## src/rtl/pc_fetch_unit.sv

```systemverilog
// ---------------------------------------------------------------------------
// pc_fetch_unit
// Program-counter and fetch sequencer for the multi-cycle datapath. Fetches
// the instruction at PC into the instruction register, presents IR, the
// current microstate and the latched flags to the per-opcode decoders, and
// consumes the decoder control word (Psel, PCsel, SL, K, nextState) to advance
// PC, the microstate and the flags.
//
// Ports
//   clock, reset       : single clock, asynchronous active-low reset
//   imem_req/imem_addr : fetch request and address (address is always PC)
//   imem_ack/imem_data : memory response, honoured only while fetching
//   instruction        : instruction register to decoders
//   state, status      : microstate and {V,C,Z,N} flags to decoders
//   exec_valid         : high while executing; decoder inputs used only then
//   PC, PC4            : program counter and PC+4 (BL link value)
//   Psel, PCsel, SL, K, regA, nextState, status_in : decoder / ALU inputs
// ---------------------------------------------------------------------------
module pc_fetch_unit #(
   parameter int unsigned      WIDTH    = 64,
   parameter logic [WIDTH-1:0] RESET_PC = '0
) (
   input  logic             clock,
   input  logic             reset,
   output logic             imem_req,
   output logic [WIDTH-1:0] imem_addr,
   input  logic             imem_ack,
   input  logic [31:0]      imem_data,
   output logic [31:0]      instruction,
   output logic [1:0]       state,
   output logic [3:0]       status,
   output logic             exec_valid,
   output logic [WIDTH-1:0] PC,
   output logic [WIDTH-1:0] PC4,
   input  logic [1:0]       Psel,
   input  logic             PCsel,
   input  logic             SL,
   input  logic [WIDTH-1:0] K,
   input  logic [WIDTH-1:0] regA,
   input  logic [1:0]       nextState,
   input  logic [3:0]       status_in
);

   localparam logic [0:0]       S_FETCH = 1'b0;
   localparam logic [0:0]       S_EXEC  = 1'b1;
   localparam logic [WIDTH-1:0] PC_STEP = WIDTH'(4);

   logic [0:0]       fsm_p0;
   logic [WIDTH-1:0] pc_p0;
   logic [31:0]      ir_p0;
   logic [1:0]       state_p0;
   logic [3:0]       status_p0;

   logic [WIDTH-1:0] pc_plus4;
   logic [WIDTH-1:0] operand;
   logic [WIDTH-1:0] pc_next;

   // PC update selection; all sums wrap modulo 2^WIDTH and the shift drops
   // the top two operand bits.
   function automatic logic [WIDTH-1:0] next_pc(input logic [1:0]       sel,
                                                input logic [WIDTH-1:0] pc,
                                                input logic [WIDTH-1:0] pc4,
                                                input logic [WIDTH-1:0] opnd);
      logic [WIDTH-1:0] res;
      case (sel)
         2'b01:   res = pc4;
         2'b10:   res = opnd;
         2'b11:   res = pc4 + (opnd << 2);
         default: res = pc;
      endcase
      return res;
   endfunction

   assign pc_plus4 = pc_p0 + PC_STEP;
   assign operand  = PCsel ? K : regA;
   assign pc_next  = next_pc(Psel, pc_p0, pc_plus4, operand);

   // Request depends only on registered state and reset, never on decoder
   // inputs; reset gates it so no request is visible while reset is held.
   assign imem_req    = (fsm_p0 == S_FETCH) && reset;
   assign imem_addr   = pc_p0;
   assign exec_valid  = (fsm_p0 == S_EXEC);
   assign instruction = ir_p0;
   assign state       = state_p0;
   assign status      = status_p0;
   assign PC          = pc_p0;
   assign PC4         = pc_plus4;

   // ---- stage p0: fetch / execute sequencing ----
   always_ff @(posedge clock or negedge reset) begin
      if (!reset) begin
         fsm_p0    <= S_FETCH;
         pc_p0     <= RESET_PC;
         ir_p0     <= '0;
         state_p0  <= 2'b00;
         status_p0 <= 4'b0000;
      end else if (fsm_p0 == S_FETCH) begin
         if (imem_ack) begin
            ir_p0    <= imem_data;
            state_p0 <= 2'b00;
            fsm_p0   <= S_EXEC;
         end
      end else begin
         pc_p0 <= pc_next;
         if (SL) begin
            status_p0 <= status_in;
         end
         // nextState of 00 marks the last microstate of the instruction.
         if (nextState == 2'b00) begin
            state_p0 <= 2'b00;
            fsm_p0   <= S_FETCH;
         end else begin
            state_p0 <= nextState;
         end
      end
   end

endmodule

```

## config.mk

```make
export PLATFORM = sky130hd
export DESIGN_NAME = pc_fetch_unit
export DESIGN_NICKNAME = d
export VERILOG_FILES = /design/src/rtl/pc_fetch_unit.sv
export SDC_FILE = /design/constraint.sdc
export NUM_CORES = 1
export LEC_CHECK = 0
export ABC_AREA = 1
export BUFFER_PORTS_ARGS = -buffer_cell sky130_fd_sc_hd__buf_2
export CORE_ASPECT_RATIO = 0.5
export CORE_MARGIN = 1.5
export CORE_UTILIZATION = 25
export DETAILED_ROUTE_END_ITERATION = 7
export SYNTH_ARGS = -nofsm -noshare
export SYNTH_HDL_FRONTEND = slang
export SYNTH_SLANG_ARGS = --single-unit
```

## constraint.sdc

```tcl
create_clock -name clock -period 3.5 [get_ports clock]
set_input_delay 0.7 -clock clock [delete_from_list [all_inputs] [get_ports clock]]
set_output_delay 0.7 -clock clock [all_outputs]
set_load 0.01 [all_outputs]
```

==> results of run 1 <==
==> registers in the layout, indices dropped and copies added (netlist names) <==
name	flops
PC	64
exec_valid	1
status	4
instruction	32
state	2
==> stage by stage <==
step,power [mW],setup TNS [ns],instances
4_1_cts,17.4,-0.303,3946
3_5_place_dp,15.9,-5.90,3923
5_1_grt,20.9,-0.858,3981
6_report,19.8,0,3981
3_3_place_gp,15.9,-5.39,3923
2_1_floorplan,8.61,0,2401
==> what timing repair did <==
item / in CTS / in global routing
resized for setup: 86 / 466
setup endpoints to repair: 41 / 46
setup buffers: 7 / 35
hold buffers: 0 / 0
pin swaps: 6 / 137
==> kinds of logic after synthesis <==
kind of cell             Yosys count  share of synthesized area [%]
AO/OA/AOI/OAI                    274                           11.2
adder cells (fa/ha/maj)           76                           7.03
AND/OR/NAND/NOR                 1391                           42.1
buffers and inverters            483                           15.2
XOR/XNOR                          36                           2.42
multiplexers                      38                           3.14
flip-flops                       103                           18.9
==> where the power goes <==
group	total, mW	switching, mW	internal (mW)
registers	2.28	0.586	1.69
logic	16.4	9.39	7.00
clock network	1.13	0.611	0.514
==> routing by layer <==
metal  up-vias  GRT usage (%)
met1      9154           37.4
met3       103           5.71
met2       858           40.6
met4         2           6.13
li1       9155              -
met5         -              0
==> Yosys cell counts (all sizes together), types with 31 or more instances <==
library cell / number
a21oi: 161
buf: 76
clkbuf: 36
dfrtp: 103
ha: 75
inv: 369
mux2: 38
nand2: 911
nand3: 124
nor2: 260
nor3: 31
o21ai: 58
==> final cells by class <==
cell class	instances	area [sq um]	area share [%]
multi-input cells	1815	11200	49.2
repair buffers	963	6340	27.9
flip-flops and latches	103	2590	11.4
inverters	371	1400	6.18
well taps	713	892	3.93
clock buffers	9	225	0.992
clock inverters	7	81.3	0.358
==> worst max path at each step <==
stage | slack, ns | endpoint | cells after the start
global route | -0.07 | PC[54] | 23
detailed placement | -0.38 | PC[54] | 18
floorplan | 0.46 | PC[63] | 21
CTS | -0.08 | PC[30] | 18
finish | 0.03 | PC[30] | 18
global placement | -0.40 | PC[60] | 20
==> impl_metrics.py, run 1 <==
metrics = {
    "run_status": {
        "outcome": "finished, final reports clean",
    },
    "setup_path": {
        "path_delay_family": "simple AND/OR/NAND/NOR gates",
        "endpoint_kind": "flip-flop",
        "crit_type": "flip-flop to flip-flop",
        "crit_path_frequent_cell": "nand2_2",
        "r2r_cells": 18,
        "cp-start-kind": "flip-flop",
        "slowest_stage": "dfrtp_1",
        "r2r-start": "PC[19]",
        "cp-startpoint": "PC[19]",
        "crit_path_max_incr_delay_ns": 0.45,
        "reg2reg_slack_ns": 0.03,
        "critPathMaxFanout": 3,
        "critPathBufInv": 3,
        "crit_required_ns": 3.78,
        "rr_endpoint": "PC[30]",
        "crit_chain": "nand2_2, nor3_4, nand2_2, nor2_4, nand2_4, xnor2_4, buf_4, ha_1, nand2_1, inv_1, a21oi_4, nand2_1, a21oi_1, nand2_2, buf_4, a21oi_2, o21ai_2, a31oi_2",
        "cp.arrival_ns": 3.74,
    },
    "synthesis": {
        "ys.flop_type": "dfrtp_1",
        "yosysWarnings": 0,
        "netlist_top_cells_area": "nand2_1 (25%), dfrtp_1 (19%), inv_1 (10%), ha_1 (6.9%), nor2_1 (6.7%)",
        "yosysSeqAreaShare_pct": 18.9,
        "syn_avg_cell_area_sq_um": 5.68,
        "yosysTopAreaCell": "nand2_1",
        "synth_nets": 2650,
        "syn_inst": 2401,
        "synth-seq-cells": 103,
        "yosysUniqueCellTypes": 45,
        "async_reset_ff_share_pct": 100,
        "synth_top_area_share_pct": 24.8,
        "synth_edf_count": 0,
        "synth_area_sq_um": 13600,
    },
    "global_route": {
        "grt_max_degree": 71,
        "grt_pass1_wl_um": 110000,
        "grt_pass1_vias": 17200,
        "gr-total-overflow": 0,
        "antenna_found_initial": 1,
        "grt_use_total_pct": 26.4,
    },
    "final_layout": {
        "drive_above_1_share_pct": 46.1,
        "final_area_sq_um": 22700,
        "nets": 3512,
        "syn_to_final_growth_pct": 66.6,
        "mostFrequentLayoutCells": "nand2_1 (778), buf_4 (543), buf_2 (403)",
        "final_common_cell": "nand2_1",
        "diodes": 0,
        "fillers": 5648,
        "fin_util_pct": 42.2,
    },
    "sta": {
        "fin_crit_ns": 3.47,
        "tightest_slew_ns": 0.717,
        "slew_headroom_pct": 52.2,
        "hold_violations": 0,
        "slew_violations": 0,
        "fin_ws_ns": 0.0344,
        "rsz0062_at_grt": "true",
        "min_period_over_period_pct": 99.0,
        "setup_viol_count_final": 0,
        "finClkSkew_ns": 0.0265,
        "fmaxAchievable_mhz": 289,
        "whs_ns": 0.230,
    },
    "floorplan": {
        "ios": 405,
        "core_sq_um": 53800,
        "fp-row-count": 60,
        "chipWidth_um": 333,
        "die_h_um": 168,
        "start_util_pct": 25.3,
        "die_area_sq_um": 56000,
    },
    "placed_design": {
        "place.gp.congestion": 1.07,
        "port_buffers": 404,
        "dpl.hpwl_um": 65500,
        "pre_cts_ws_ns": -0.378,
        "dpl_cell_area_sq_um": 19800,
    },
    "drt": {
        "route.layer.met1.wl_um": 34700,
        "drc": 0,
        "vias": 19300,
        "wl_per_cell_um": 19.8,
        "dr.pass1.iters": 5,
        "wl_met2_um": 34600,
        "drt-total-wl_um": 78700,
        "antenna_left": 0,
        "drt-vias-per-instance": 4.84,
        "dr_wl_met3_um": 7620,
        "routed.top_layer": "met5",
        "dr.first_iter.drc_count": 2253,
    },
    "clocking": {
        "cts_tree": "built",
        "clk_path_buf_depth": 2,
        "clkTransAtPathRegs_ns": 0.09,
        "clkLatencyLatePin_ns": 0.40,
        "h-tree-depth": 3,
        "cts_root_buffer": "clkbuf_16",
        "cts_sinks": 103,
        "cts_made_buffers": 9,
    },
    "job": {
        "maxCapViolations": 0,
    },
    "worst_hold_path": {
        "hold_path_class": "input pin to asynchronous set/reset pin",
    },
    "power_and_ir_drop": {
        "p_leak_nw": 12.1,
        "p_per_area_nw_per_um2": 872,
        "vdd_drop_max_v": 0.000329,
    },
}
Note: power is estimated with default switching activity, not from simulation.
==> inputs of run 2 (changes only) <==
Settings changed: BUFFER_PORTS_ARGS -buffer_cell sky130_fd_sc_hd__buf_2 to -buffer_cell sky130_fd_sc_hd__clkbuf_2.
==> impl_metrics.py, run 2 (same netlist as run 1, synthesis figures left out) <==
metrics = {
    "run_status": {
        "outcome": "finished, final reports clean",
    },
    "setup_path": {
        "crit_chain": "ha_2, nand2_2, buf_6, nor2_4, nand2_4, buf_6, inv_4, nand2_4, xor2_1, buf_4, clkinvlp_4, ha_4, nand2_4, nor2_4, inv_2, nor2_2, buf_4, nand2_1, nor2_1, nand2_1, nand3_1, nand3_2, a21oi_2",
        "r2r-start": "PC[3]",
        "path_delay_family": "simple AND/OR/NAND/NOR gates",
        "slowest_stage": "dfrtp_1",
        "endpoint_kind": "flip-flop",
        "crit_path_frequent_cell": "nand2_4",
        "crit_path_max_incr_delay_ns": 0.38,
        "crit_required_ns": 3.82,
        "cp-startpoint": "PC[3]",
        "crit_type": "flip-flop to flip-flop",
        "cp-start-kind": "flip-flop",
        "critPathBufInv": 7,
        "cp.arrival_ns": 3.80,
        "critPathMaxFanout": 4,
    },
    "clocking": {
        "clkLatencyLatePin_ns": 0.39,
        "h-tree-depth": 3,
        "cts_sinks": 103,
        "cts_root_buffer": "clkbuf_16",
        "cts_made_buffers": 9,
        "clkTransAtPathRegs_ns": 0.08,
        "clk_path_buf_depth": 2,
        "cts_tree": "built",
    },
    "global_route": {
        "antenna_found_initial": 0,
        "grt_use_total_pct": 26.6,
        "grt_max_degree": 71,
        "grt_pass1_wl_um": 111000,
        "grt_pass1_vias": 17200,
        "gr-total-overflow": 0,
    },
    "final_layout": {
        "regArea_sq_um": 2590,
        "nets": 3460,
        "multi_input_area_sq_um": 11200,
        "fillers": 5659,
        "fin_util_pct": 41.6,
        "diodes": 0,
        "largest_reg_flops": 64,
        "final_common_cell": "nand2_1",
        "drive_above_1_share_pct": 46.0,
        "syn_to_final_growth_pct": 64.2,
        "mostFrequentLayoutCells": "nand2_1 (775), buf_4 (488), clkbuf_2 (403)",
        "final_area_sq_um": 22400,
    },
    "floorplan": {
        "ios": 405,
        "fp-row-count": 60,
        "core_sq_um": 53800,
        "die_area_sq_um": 56000,
        "start_util_pct": 25.3,
        "chipWidth_um": 333,
        "die_h_um": 168,
    },
    "sta": {
        "setup_viol_count_final": 0,
        "fmaxAchievable_mhz": 288,
        "fin_ws_ns": 0.0219,
        "hold_violations": 0,
        "tns_ns": 0,
        "slew_violations": 0,
        "min_period_over_period_pct": 99.4,
        "rsz0062_at_grt": "true",
        "finClkSkew_ns": 0.00797,
        "slew_headroom_pct": 50.1,
        "whs_ns": 0.248,
        "tightest_slew_ns": 0.749,
        "fin_crit_ns": 3.48,
    },
    "placed_design": {
        "place.gp.congestion": 1.03,
        "port_buffers": 404,
        "dpl_cell_area_sq_um": 19600,
        "dpl.hpwl_um": 65600,
        "pre_cts_ws_ns": -0.494,
    },
    "drt": {
        "drt-vias-per-instance": 4.83,
        "wl_per_cell_um": 19.9,
        "antenna_left": 0,
        "wl_met2_um": 33900,
        "drt-total-wl_um": 78300,
        "dr.pass1.iters": 6,
        "dr_wl_met3_um": 7810,
        "dr.first_iter.drc_count": 2161,
        "routed.top_layer": "met4",
        "drc": 0,
        "route.layer.met1.wl_um": 35000,
        "vias": 19000,
    },
    "power_and_ir_drop": {
        "p_leak_nw": 12.1,
        "p_per_area_nw_per_um2": 866,
        "vdd_drop_max_v": 0.000269,
    },
    "job": {
        "maxCapViolations": 0,
    },
    "worst_hold_path": {
        "hold_path_class": "input pin to asynchronous set/reset pin",
    },
}
==> run 2: cell types whose count changed in the layout (fill, tap and decap cells not counted), sizes merged <==
cell and delta:
clkbuf +403, inv -2, buf -455, clkinvlp +2
==> run 2: final cells by class <==
cell class	count	area share (%)
Sequential cell	103	11.6
Clock inverter	7	0.252
Tap cell	713	3.99
Timing Repair Buffer	911	26.7
Multi-Input combinational cell	1815	50.2
Inverter	371	6.31
Clock buffer	9	1.01
==> run 2: what timing repair did <==
item                                    CTS  global route
hold buffers                              0             0
setup buffers                             2            26
pin swaps                                16           160
gates resized for setup                 117           479
endpoints found under the setup margin   41            49
cloned                                    0             0
==> run 2: routing by layer <==
| layer | global-route usage [%] | up-vias |
|---|---|---|
| met3 | 5.92 | 81 |
| met2 | 39.8 | 787 |
| met1 | 38.6 | 9029 |
| met4 | 6.08 | 0 |
| met5 | 0 | - |
| li1 | - | 9061 |
==> run 2: path summary, 6_finish.rpt <==
| kind | end | slack, ns | cells after the start |
|---|---|---|---|
| worst max-delay path | PC[53] | 0.02 | 23 |
| worst min-delay path | instruction[4] | 0.25 | 1 |
| worst max register to register | PC[53] | 0.02 | 23 |
| worst min register to register | instruction[14] | 0.50 | 1 |
| max in group asynchronous | PC[22] | 2.10 | 2 |
| min in group clock | instruction[14] | 0.50 | 1 |
==> run 2: stage by stage <==
stage	total power, mW	cells
final	19.4	3929
after global routing	20.5	3929
after CTS	17.1	3904
after detailed placement	15.7	3886
after global placement	15.6	3886
after floorplan	8.61	2401
==> run 2: report_power, final <==
part	leakage [nW]	internal, mW	switching (mW)
Sequential	1.17	1.69	0.597
Clock	0.136	0.492	0.570
Combinational	10.8	6.70	9.32
